==> config.mk <==
export PLATFORM = sky130hd
export DESIGN_NAME = pc_ir_unit
export DESIGN_NICKNAME = d
export VERILOG_FILES = /design/src/rtl/pc_ir_unit.sv
export SDC_FILE = /design/constraint.sdc
export NUM_CORES = 1
export LEC_CHECK = 0
export CORE_MARGIN = 2
export CORE_UTILIZATION = 38
export CTS_CLUSTER_DIAMETER = 150
export DETAILED_ROUTE_END_ITERATION = 12
export PLACE_DENSITY = 0.88
export SYNTH_ARGS = -nofsm -noshare
export SYNTH_HDL_FRONTEND = slang
export SYNTH_SLANG_ARGS = --single-unit
export TNS_END_PERCENT = 20
==> constraint.sdc <==
create_clock -name clock -period 1.8 [get_ports clock]
set_clock_uncertainty 0.15 [all_clocks]
set_input_delay 0.36 -clock clock [delete_from_list [all_inputs] [get_ports clock]]
set_output_delay 0.36 -clock clock [all_outputs]
set_load 0.1 [all_outputs]
==> src/rtl/pc_ir_unit.sv <==
// Fetch-side register stage of the multicycle CPU: PC, IR and ALUOut registers,
// PC sequencing from the control FSM strobes, and a retired-instruction counter.
module pc_ir_unit #(
  parameter int unsigned ADDR_W   = 16,
  parameter int unsigned RESET_PC = 0,
  parameter int unsigned CNT_W    = 32
) (
  input  logic              clock,
  input  logic              reset,
  input  logic              PCWrite,
  input  logic              PCWriteCond,
  input  logic [1:0]        PCSource,
  input  logic              IRWrite,
  input  logic              Instr26,
  input  logic [31:0]       imem_data,
  input  logic [31:0]       alu_result,
  input  logic              alu_zero,
  output logic [ADDR_W-1:0] imem_addr,
  output logic [ADDR_W-1:0] pc,
  output logic [5:0]        opcode,
  output logic [4:0]        rs,
  output logic [4:0]        rt,
  output logic [4:0]        rd,
  output logic [15:0]       imm,
  output logic [31:0]       alu_out,
  output logic              branch_taken,
  output logic [CNT_W-1:0]  instr_count,
  output logic              pcsrc_err
);

  logic [ADDR_W-1:0] pc_q, pc_d;
  logic [31:0]       ir_q, ir_d;
  logic [31:0]       alu_out_q;
  logic [CNT_W-1:0]  instr_count_q, instr_count_d;
  logic              pcsrc_err_q, pcsrc_err_d;
  logic              pc_en;

  // Zero-extended copies so any ADDR_W (narrower or wider than 32) slices cleanly.
  logic [ADDR_W+31:0] alu_result_ext, alu_out_ext, ir_ext;
  logic               unused_ext;

  assign alu_result_ext = {{ADDR_W{1'b0}}, alu_result};
  assign alu_out_ext    = {{ADDR_W{1'b0}}, alu_out_q};
  assign ir_ext         = {{ADDR_W{1'b0}}, ir_q};
  assign unused_ext     = ^{alu_result_ext, alu_out_ext, ir_ext};

  always_comb begin
    branch_taken  = PCWriteCond & (alu_zero ^ Instr26);
    pc_en         = PCWrite | branch_taken;
    pc_d          = pc_q;
    pcsrc_err_d   = pcsrc_err_q;
    ir_d          = ir_q;
    instr_count_d = instr_count_q;

    if (pc_en) begin
      unique case (PCSource)
        2'd0:    pc_d = alu_result_ext[ADDR_W-1:0];
        2'd1:    pc_d = alu_out_ext[ADDR_W-1:0];
        2'd2:    pc_d = ir_ext[ADDR_W-1:0];
        default: pcsrc_err_d = 1'b1;  // illegal select: hold PC, flag sticks until reset
      endcase
    end

    if (IRWrite) begin
      ir_d          = imem_data;
      instr_count_d = instr_count_q + 1'b1;
    end
  end

  always_ff @(posedge clock or negedge reset) begin
    if (!reset) begin
      pc_q          <= ADDR_W'(RESET_PC);
      ir_q          <= '0;
      alu_out_q     <= '0;
      instr_count_q <= '0;
      pcsrc_err_q   <= 1'b0;
    end else begin
      pc_q          <= pc_d;
      ir_q          <= ir_d;
      alu_out_q     <= alu_result;
      instr_count_q <= instr_count_d;
      pcsrc_err_q   <= pcsrc_err_d;
    end
  end

  assign pc          = pc_q;
  assign imem_addr   = pc_q;
  assign opcode      = ir_q[31:26];
  assign rs          = ir_q[25:21];
  assign rt          = ir_q[20:16];
  assign rd          = ir_q[15:11];
  assign imm         = ir_q[15:0];
  assign alu_out     = alu_out_q;
  assign instr_count = instr_count_q;
  assign pcsrc_err   = pcsrc_err_q;

endmodule

# [Word level (Yosys, flattened, before mapping)]
# Index checks and enable logic that the tools add are counted.
[classes] reduce_logical=5 bitwise_logic=4 eq_ne=2 addsub=1 mux=1
[ops] operator="$pmux 16 s3" n=1
[ops] operator="$add 32x1->32 const B" n=1
[ops] operator="$reduce_and 2->1" n=2
[ops] operator="$reduce_bool 3->1" n=1
[ops] operator="$reduce_or 3->1" n=1
[ops] operator="$eq 2x1->1 const B" n=1
[ops] operator="$eq 2x2->1 const B" n=1
[ops] operator="$logic_not 2->1" n=1
[ops] operator="$and 1x1->1" n=1
[ops] operator="$not 1->1" n=1
[ops] operator="$or 1x1->1" n=1
[ops] operator="$xor 1x1->1" n=1
[word_totals] regBits=113 input_bits=73 out_inout_bits=135

# [Logic depth before layout (Yosys ltp)]
[depth] ltp_word=4 mapped_depth=7

# [Least setup slack after synthesis]
# Ideal clock, no wire load.
[synth_path] path_type="register -> register" start="register instr_count_q[0] (netlist: instr_count[0])" end="register instr_count_q[28] (netlist: instr_count[28])" arrival_time_ns=2.216 synth_period_minus_slack_ns=2.528 path_buffers=0 setup_ns=0.162 required_ns=1.488 path_stages_with_launch=6 setup_slack_ns=-0.728 cell_sequence="dfrtp_1 > ha_1 > nand3_4 > or4_4 > nor3_2 > xor2_1"
[synth_between] elab_chain_len=1
[synth_rtl] element="from (decl)" line_no="34" source="logic [CNT_W-1:0] instr_count_q, instr_count_d;"
[synth_rtl] element="from (signal assigned)" line_no="81" source="instr_count_q <= instr_count_d;"
[synth_rtl] element="$add 32x1->32" line_no="66" source="instr_count_d = instr_count_q + 1'b1;"
# No other way between the ends.
# A chain may end at the register's enable or synchronous reset.

# [Final worst setup path]
# Same ends and word-level chain as after synthesis.

==> flow_summary.json <==
{
  "worstSkewPairLatency_ps": 420,
  "cts_root_buf": "clkbuf_16",
  "p_leak_nw": 3.885,
  "ir_worst_vdd_mv": 0.8131,
  "setup_viol": 0,
  "grt_pass1_vias": 4173,
  "avgSynthCellArea_um2": 13.41,
  "critPathMaxStageDelay_ps": 530,
  "cp-end-kind": "flop",
  "grt_use_met1_pct": 24.89,
  "final_layout_size_suffix_gt1_share_pct": 49.39,
  "status": "finished, final reports clean",
  "grt_pass1_wl_um": 22980,
  "critPathTopFamily": "simple AND/OR/NAND/NOR gates",
  "core_area_um2": 11910,
  "diodes": 0,
  "clk_pin_slew_ps": 60,
  "post_dp_cell_area_um2": 8299,
  "instances_no_fill": 718,
  "post-place-ws_ps": -401.8,
  "vias_per_cell": 5.032,
  "crit_path_max_fanout": 4,
  "worstHoldPathType": "in2async",
  "routed_wl_um": 14450,
  "max_slew.worst_pin.slew_ps": 481.4,
  "dpl.cell_count": 683,
  "maxCapViolations": 0,
  "fin_ws_ps": 28.68,
  "power_density_nw_per_um2": 1306,
  "top_usage_layer": "met2",
  "yosysMostFrequentCell": "dfrtp_1",
  "die_h_um": 114.2,
  "async_flop_share_pct": 100.0,
  "fill_cells": 682,
  "synth_ff_type": "dfrtp_1",
  "cp_num_buf_inv": 0,
  "start_util_pct": 38.73,
  "rsz0062_at_grt": "true",
  "fp.dieArea_um2": 13040,
  "ys_ff_latch": 113,
  "cp_cell_sequence": "ha_4, nand3_4, or4_4, nor3_2, xor2_1",
  "use_met2_pct": 42.70,
  "cpMaxStageDelayCell": "or4_4",
  "clock_sinks": 113,
  "io_pins": 208,
  "synth_cells": 344,
  "ys_top_cells_by_area": "dfrtp_1, mux2_2, xnor2_1",
  "antenna_found_initial": 0,
  "drtAntennaViolNets": 0,
  "required_ps": 1980,
  "relSlewSlack_pct": 67.90,
  "yosys.area.top_type": "dfrtp_1",
  "fin_crit_ps": 1771,
  "place_congestion": 0.8632,
  "wl_per_cell_um": 20.13,
  "ys_types": 31,
  "grt_overflow": 0,
  "synth_warnings": 0,
  "cts_buffer_depth": 2,
  "drc": 0,
  "crit_arrival_ps": 1950,
  "die_w_um": 114.2,
  "cts_buffers": 17,
  "start_kind": "flop",
  "synth_seq_area_share_pct": 61.30,
  "synth-edff-count": 0,
  "drv_slew": 0,
  "fmaxAchievable_mhz": 564.6,
  "finalInstanceArea_um2": 8980,
  "nets": 635,
  "htree_levels": 4,
  "cts_tree": "built",
  "syn_nets": 421,
  "rows": 40,
  "drt_pass1_iterations": 5,
  "synth_common_cells": "dfrtp_1, mux2_2, nand2_1",
  "syn_area_um2": 4613,
  "vias": 3613,
  "grt_use_total_pct": 23.60,
  "drt-initial-drc-count": 163,
  "grt_max_degree": 65,
  "worst-setup-path-type": "reg2reg",
  "grt_use_met3_pct": 8.576,
  "power_mw": 11.73,
  "fin_crit_sh_pct": 98.41,
  "synth_top_area_share_pct": 61.30,
  "portBuffers": 207,
  "finalHoldViolations": 0,
  "syn_to_final_growth_pct": 94.66,
  "post-dp-hpwl_um": 10840
}
[layer usage]
| metal | up-vias | routed length, um |
|---|---|---|
| li1 | 1612 | - |
| met3 | 25 | 1071 |
| met1 | 1815 | 4920 |
| met4 | 0 | 367 |
| met2 | 161 | 8094 |
| met5 | - | 0 |
[cell usage in the layout, fill, tap and decap left out, types with 2 or more instances in the layout]
cell and count:
o21ai_0 14, nor3_2 3, nand3_4 2, dlygate4sd2_1 2
nand3_1 9, xnor2_1 21, mux2_2 49, clkbuf_8 2
nor2_1 6, inv_1 4, clkinvlp_4 8, xor2_1 11
dlymetal6s2s_1 2, ha_1 3, bufinv_16 4, buf_6 2
nor4_4 2, clkdlybuf4s50_1 66, a22oi_1 15, nand2_1 27
buf_4 15, dfrtp_1 84, o21ai_1 2, clkbuf_16 17
and4_1 4, and3_1 4, nand4_1 7, buf_12 140
dfrtp_2 14, and2_1 3, dfrtp_4 15
[area by class of cell]
| type | count | area [um^2] | share of cell area (%) |
|---|---|---|---|
| repair buffers | 229 | 3656 | 40.71 |
| flip-flops and latches | 113 | 2902 | 32.31 |
| multi-input cells | 193 | 1585 | 17.65 |
| clock buffers | 19 | 452.9 | 5.044 |
| clock inverters | 13 | 185.2 | 2.062 |
| well taps | 147 | 183.9 | 2.048 |
| inverters | 4 | 15.01 | 0.1672 |
[report_power, final]
part           total, mW  internal [mW]  switching, mW
Sequential          3.31           2.85          0.459
Clock               3.60           2.38           1.22
Combinational       4.82           1.76           3.07
Total               11.7           6.99           4.74
[metrics by stage]
stage               TNS (ps)  utilization [%]  hold WS [ps]
global route          -138.9            75.39         214.9
floorplan              -2302                -        -85.59
finish                     0            75.39         192.3
CTS                        0            75.22         181.4
global placement       -4422            69.67         78.68
detailed placement     -5640            69.67         84.61
[sequential cells by signal, indices dropped and copies added, names as in the netlist]
signal,flops
alu_out,32
instr_count,32
pcsrc_err,1
ir_q,32
imem_addr,16
[logic make-up (layout without fill, tap and decap cells)]
logic type,count (synthesis),in the layout,share of synthesized area [%]
compound gates,34,34,4.611
xor+xnor,32,32,6.075
fa+ha+maj,4,4,1.085
buf+inv,38,265,4.990
flops,113,113,61.30
mux,49,49,11.96
simple gates,74,74,9.981
[timing repair]
action | CTS | global route
hold endpoints to repair | 98 | 0
buffers inserted | 1 | 1
hold buffers | 1 | 0
endpoints found under the setup margin | 2 | 17
pin swaps | 2 | 3
gates cloned | 0 | 0
gates resized for setup | 4 | 4
[worst paths after layout]
kind                            startpoint         endpoint  slack, ps  cells past startpoint
max in group asynchronous            reset   instr_count[7]        690                      3
max                         instr_count[0]  instr_count[28]         30                      5
min in group clock          alu_result[18]      alu_out[18]        230                      1
max reg2reg                 instr_count[0]  instr_count[28]         30                      5
min                                  reset  instr_count[13]        190                      2
min reg2reg                instr_count[16]  instr_count[16]        360                      1
No activity file was read; power rests on OpenSTA's default activity.
